[src/rtl/serial_add_ctrl.sv]
// Bit-serial adder controller: one full-adder cell is reused WIDTH times,
// processing the operands LSB-first, one bit per clock, behind a
// start/busy/done handshake.
module serial_add_ctrl #(
    parameter int WIDTH = 8
) (
    input  logic             iClk,
    input  logic             iRst,
    input  logic             iStart,
    input  logic [WIDTH-1:0] iNum1,
    input  logic [WIDTH-1:0] iNum2,
    input  logic             iCin,
    output logic             oBusy,
    output logic             oDone,
    output logic [WIDTH-1:0] oSum,
    output logic             oCout
);

    localparam int CW = $clog2(WIDTH + 1);

    typedef enum logic [1:0] {
        IDLE = 2'd0,
        RUN  = 2'd1,
        DONE = 2'd2
    } stateT;

    stateT            state;
    stateT            nextState;

    logic [WIDTH-1:0] opA;
    logic [WIDTH-1:0] opB;
    logic [WIDTH-1:0] result;
    logic             carry;
    logic [CW-1:0]    bitCount;

    logic             sumBit;
    logic             carryOut;
    logic             lastBit;
    logic             loadOps;
    logic             shiftEn;

    // The single full-adder cell, fed from the operand LSBs and the carry register
    assign sumBit   = opA[0] ^ opB[0] ^ carry;
    assign carryOut = (opA[0] & opB[0]) | (opB[0] & carry) | (opA[0] & carry);
    assign lastBit  = (bitCount == CW'(WIDTH - 1));

    // Handshake outputs decode directly from the state register
    assign oBusy = (state == RUN) || (state == DONE);
    assign oDone = (state == DONE);

    // State register; reset aborts any operation in progress
    always_ff @(posedge iClk) begin
        if (iRst) begin
            state <= IDLE;
        end else begin
            state <= nextState;
        end
    end

    // Next-state logic and datapath control strobes
    always_comb begin
        nextState = state;
        loadOps   = 1'b0;
        shiftEn   = 1'b0;
        case (state)
            IDLE: begin
                if (iStart) begin
                    loadOps   = 1'b1;
                    nextState = RUN;
                end
            end
            RUN: begin
                shiftEn = 1'b1;
                if (lastBit) begin
                    nextState = DONE;
                end
            end
            DONE: begin
                nextState = IDLE;
            end
            default: begin
                nextState = IDLE;
            end
        endcase
    end

    // Operand/result shifters, carry and bit counter; the result outputs are
    // loaded on the edge that processes the last bit so they line up with oDone
    always_ff @(posedge iClk) begin
        if (iRst) begin
            opA      <= '0;
            opB      <= '0;
            result   <= '0;
            carry    <= 1'b0;
            bitCount <= '0;
            oSum     <= '0;
            oCout    <= 1'b0;
        end else if (loadOps) begin
            opA      <= iNum1;
            opB      <= iNum2;
            carry    <= iCin;
            bitCount <= '0;
        end else if (shiftEn) begin
            opA      <= {1'b0, opA[WIDTH-1:1]};
            opB      <= {1'b0, opB[WIDTH-1:1]};
            result   <= {sumBit, result[WIDTH-1:1]};
            carry    <= carryOut;
            bitCount <= bitCount + CW'(1);
            if (lastBit) begin
                oSum  <= {sumBit, result[WIDTH-1:1]};
                oCout <= carryOut;
            end
        end
    end

endmodule

[config.mk]
export PLATFORM = sky130hd
export DESIGN_NAME = serial_add_ctrl
export DESIGN_NICKNAME = d
export VERILOG_FILES = /design/src/rtl/serial_add_ctrl.sv
export SDC_FILE = /design/constraint.sdc
export NUM_CORES = 1
export LEC_CHECK = 0
export CORE_MARGIN = 4
export CORE_UTILIZATION = 50
export CTS_BUF_LIST = sky130_fd_sc_hd__clkbuf_8
export DETAILED_ROUTE_END_ITERATION = 16
export GPL_ROUTABILITY_DRIVEN = 1
export PLACE_DENSITY = 0.83
export SYNTH_ARGS = -nofsm -noshare
export SYNTH_HDL_FRONTEND = slang
export SYNTH_SLANG_ARGS = --single-unit
[constraint.sdc]
create_clock -name iClk -period 2.21 [get_ports iClk]
set_input_delay 0.663 -clock iClk [delete_from_list [all_inputs] [get_ports iClk]]
set_output_delay 0.663 -clock iClk [all_outputs]
set_load 0.005 [all_outputs]
# After elaboration in Yosys (flattened, before gate mapping)
# Cells that the tools add are included.
# Widths: inputs -> output; s select.
[totals] reg_bits=40 in_bits=20 output_inout_bits=11
[op_classes] addsub=1 n_eq_ne=5 mux=12 bitwise_logic=8 reduce_logical=7
[op_table] cell="$mux 8" count=4
[op_table] cell="$mux 1" count=5
[op_table] cell="$add 4x1->4 const B" count=1
[op_table] cell="$eq 4x3->1 const B" count=1
[op_table] cell="$mux 2" count=2
[op_table] cell="$ne 2x2->1 const B" count=2
[op_table] cell="$pmux 2 s2" count=1
[op_table] cell="$reduce_and 2->1" count=2
[op_table] cell="$and 1x1->1" count=3
[op_table] cell="$reduce_and 3->1" count=1
[op_table] cell="$eq 2x1->1 const B" count=1
[op_table] cell="$eq 2x2->1 const B" count=1
[op_table] cell="$logic_not 2->1" count=1
[op_table] cell="$or 1x1->1" count=2
[op_table] cell="$reduce_bool 2->1" count=1
[op_table] cell="$reduce_or 2->1" count=1
[op_table] cell="$xor 1x1->1" count=2
[op_table] cell="$logic_or 1x1->1" count=1
[op_table] cell="$not 1->1" count=1

# Depth between registers and ports, before layout
# Gate-level depths: netlist of run 1.
[depth] depth_word=5 mapped_depth=7 depth_no_buf=5

# Worst setup path after synthesis of run 1
# No wires, ideal clock.
[synth_path] kind="input-to-reg" start="input iStart" end="register oCout" setup_time_ps=72 t_arrival_ps=1408 t_required_ps=2138 path_slack_ps=730 cell_stages=5 path_buffers=2 path_cell_list="and2_4 -> buf_6 -> nor3b_2 -> buf_6 -> mux2i_1"
[synth_via] elab_chain_cells=4
[synth_lines] element="from (decl)" line_no="9" rtl="input logic iStart,"
[synth_lines] element="$mux 1" line_no="67" rtl="if (iStart) begin"
[synth_lines] element="$mux 1" line_no="65" rtl="case (state)"
[synth_lines] element="$not 1->1 (no line)"
[synth_lines] element="$reduce_and 3->1 (no line)"
[synth_lines] element="to (signal assigned)" line_no="111" rtl="oCout <= carryOut;"
[synth_lines] element="to (decl)" line_no="16" rtl="output logic oCout"
# No other way between the ends.
# A chain may end at the register's enable or synchronous reset.

# Final worst setup path of run 1
[layout_path] start="register state[0]" end="output oDone"
[layout_via] elab_chain_cells=1
[layout_lines] element="from (decl)" line_no="27" rtl="stateT state;"
[layout_lines] element="from (signal assigned)" line_no="56" rtl="state <= nextState;"
[layout_lines] element="$eq 2x2->1" line_no="49" rtl="assign oDone = (state == DONE);"
[layout_lines] element="to (decl)" line_no="14" rtl="output logic oDone,"
# No other way between the ends.

==> flow_summary.toml, run 1 <==
[timing]
maxSlewHeadroom = 0.6049
rsz0062_at_grt = "false"
setup-tns-final_ps = 0
whs_ps = 457.5
drv_slew = 0
hold_viol = 0
post-route-period-util = 0.9229
worstMarginPinSlew_ps = 592.0
setup_violations = 0
min_period_ps = 2040
fmax_mhz = 490.3
fin_ws_ps = 170.3
clock_skew_ps = 3.868

[critical_path]
cp_cell_sequence = "inv_1 > ha_1 > clkdlybuf4s50_1"
worst-path-max-fanout = 3
crit_start = "state[0]"
reg2reg_slack_ps = 620
crit_family = "buffers and inverters"
cp-start-kind = "flop"
cp_num_buf_inv = 2
required_ps = 1550
path_class = "flop to primary output"
timing.rr.end = "opA[2]"
crit_slowest_cell = "clkdlybuf4s50_1"
end_kind = "primary output"
cp.arrival_ps = 1380
max_stage_delay_ps = 500
timing.rr.start = "state[1]"
r2r_cells = 5

[global_route]
grt_max_degree = 33
grt_usage = 0.1715
grt_overflow_total = 0
antenna_found_initial = 0
grt_pass1_vias = 1284
grt_pass1_wl_um = 5595

[clocking]
cts_htree_levels = 2
cts_made_buffers = 5
cts.clk_slew.worst_paths_ps = 70
cts-root-buf = "clkbuf_8"
clkSinkCount = 39
cts_tree = "yes"
insertion_delay_ps = 290
clk_path_buf_depth = 2

[cells_and_area]
diodes = 0
final_nets = 229
fillers = 259
drive_above_1_share = 0.07843
multi_input_area_um2 = 830.8
area_delta_synth_final_pct = 25.18
ff_latch_area_um2 = 783.3

[power_and_ir_drop]
p_per_area_nw_per_um2 = 867.5
max-vdd-ir-drop_uv = 432.4
power_leakage_nw = 0.8078

[worst_hold_path]
hold-path-endpoint = "oSum[4]"
min_from = "oSum[4]"
min-delay-path-class = "flop to flop"
hold_path_depth = 2

[placed_design]
dp_slack_ps = 252.2
port_buffers = 30
dp_hpwl_um = 2332
gp_congestion = 0.7190

[floorplan]
die_w_um = 66.38
die_y_um = 66.38
start_util = 0.5405
die-area_um2 = 4406
pin_count = 31
core_area_um2 = 3153
core.rowCount = 20

[synthesis]
synthTopCellsByCount = "dfxtp_1, mux2i_1, nand2_1"
yosysTopAreaCell = "dfxtp_1"
synth_area_leaders = "dfxtp_1, mux2i_1, a211oi_1, nand2_1, nor2_1"
synth_most_common_cell = "dfxtp_1"
netlist_area_um2 = 1704
ys_types = 24
avgSynthCellArea_um2 = 9.738
synth-seq-cells = 39
syn-num-nets = 201
synth_edf_count = 0
synth_top_area_share = 0.4581
ys.flop_type = "dfxtp_1"
ys_warn_count = 0
seq_area_frac_synth = 0.4581
synthCells = 175
ys_async_sr_fraction = 0

[route]
wl_per_cell_um = 12.98
drt-total-wl_um = 3219
drc = 0
post_drt_via_cell_ratio = 5.101
vias = 1265
postRouteAntennaNets = 0
drtPass1Iterations = 4
drt_iter0_markers = 79

[job]
maxCapViolCount = 0

[outcome]
status = "completed"
-- through the flow --
stage / area [µm²] / utilization / power (mW) / instances
floorplan: 1704 / - / 1.230 / 175
global placement: 2028 / 0.6433 / 1.333 / 240
detailed placement: 2028 / 0.6433 / 1.355 / 240
CTS: 2128 / 0.6750 / 1.871 / 248
global route: 2133 / 0.6766 / 1.963 / 248
finish: 2133 / 0.6766 / 1.851 / 248
-- cells by family after synthesis --
group	count (synthesis)	share of synthesized area
AO/OA/AOI/OAI	20	0.08370
buffers and inverters	17	0.05433
multiplexers	33	0.1938
adder cells (fa/ha/maj)	6	0.04846
AND/OR/NAND/NOR	57	0.1461
XOR/XNOR	3	0.01542
flip-flops	39	0.4582
-- routing by layer --
layer  wire length (µm)  GRT usage
met1               1461     0.1956
met2               1546     0.2788
met3                140    0.06973
met4                 71    0.07614
met5                  0          0
-- layout make-up --
cell class | instances | share of cell area
multi-input combinational | 119 | 0.3894
sequential | 39 | 0.3672
timing repair buffer | 35 | 0.1654
clock buffer | 7 | 0.04516
tap | 44 | 0.02581
inverter | 3 | 0.005279
clock inverter | 1 | 0.001760
-- cell usage in the layout, fill, tap and decap left out, drive strengths merged --
| master | Yosys | layout |
|---|---|---|
| fa | 1 | 1 |
| nor3 | 4 | 4 |
| a21oi | 3 | 3 |
| xnor2 | 1 | 1 |
| nand2 | 24 | 24 |
| clkbuf | 2 | 7 |
| clkdlybuf4s50 | 0 | 29 |
| dlymetal6s2s | 0 | 1 |
| nand3b | 3 | 3 |
| o21ai | 1 | 1 |
| buf | 12 | 5 |
| xor2 | 2 | 2 |
| a211oi | 15 | 15 |
| ha | 5 | 5 |
| and2 | 1 | 1 |
| nor3b | 1 | 1 |
| nand4 | 1 | 1 |
| nor2 | 22 | 22 |
| dfxtp | 39 | 39 |
| o211a | 1 | 1 |
| mux2i | 33 | 33 |
| nor2b | 1 | 1 |
| inv | 3 | 4 |
-- worst max-delay path by stage --
stage	end	depth (start not counted)
final	oDone	3
after global routing	oDone	3
after CTS	oBusy	3
after detailed placement	oSum[5]	5
after global placement	oSum[5]	5
after floorplan	oCout	5
-- power breakdown --
| group | switching (mW) | total, mW | internal [mW] | leakage, nW |
|---|---|---|---|---|
| Combinational | 0.251 | 0.501 | 0.251 | 0.433 |
| Sequential | 0.0498 | 0.835 | 0.785 | 0.319 |
| Clock | 0.234 | 0.514 | 0.280 | 0.0557 |
-- flip-flops by register name, summed over array words and instances (netlist names) --
name	cells
carry	1
bitCount	4
oCout	1
result	7
opA	8
state	2
oSum	8
opB	8
-- worst reg2reg max path, stage by stage (launching register included) --
cell and delay [ps]:
dfxtp_2 320, inv_1 100, ha_1 410, buf_4 320
mux2i_1 230, a211oi_1 90
-- repair_timing --
action | CTS | global route
resized for setup | 0 | 3
hold buffers | 0 | 0
endpoints found under the setup margin | 0 | 1
setup buffers | 0 | 0
Note: power is estimated with default switching activity, not from simulation.
==> run 2: changes to the inputs <==
--- a/config.mk
+++ b/config.mk
@@ -10,6 +10,7 @@
 export CTS_BUF_LIST = sky130_fd_sc_hd__clkbuf_8
 export DETAILED_ROUTE_END_ITERATION = 16
 export GPL_ROUTABILITY_DRIVEN = 1
+export HOLD_SLACK_MARGIN = 0.12
 export PLACE_DENSITY = 0.83
 export SYNTH_ARGS = -nofsm -noshare
 export SYNTH_HDL_FRONTEND = slang
==> results of run 2 <==
The final DEF is identical to that of run 1; final timing and power are the same.
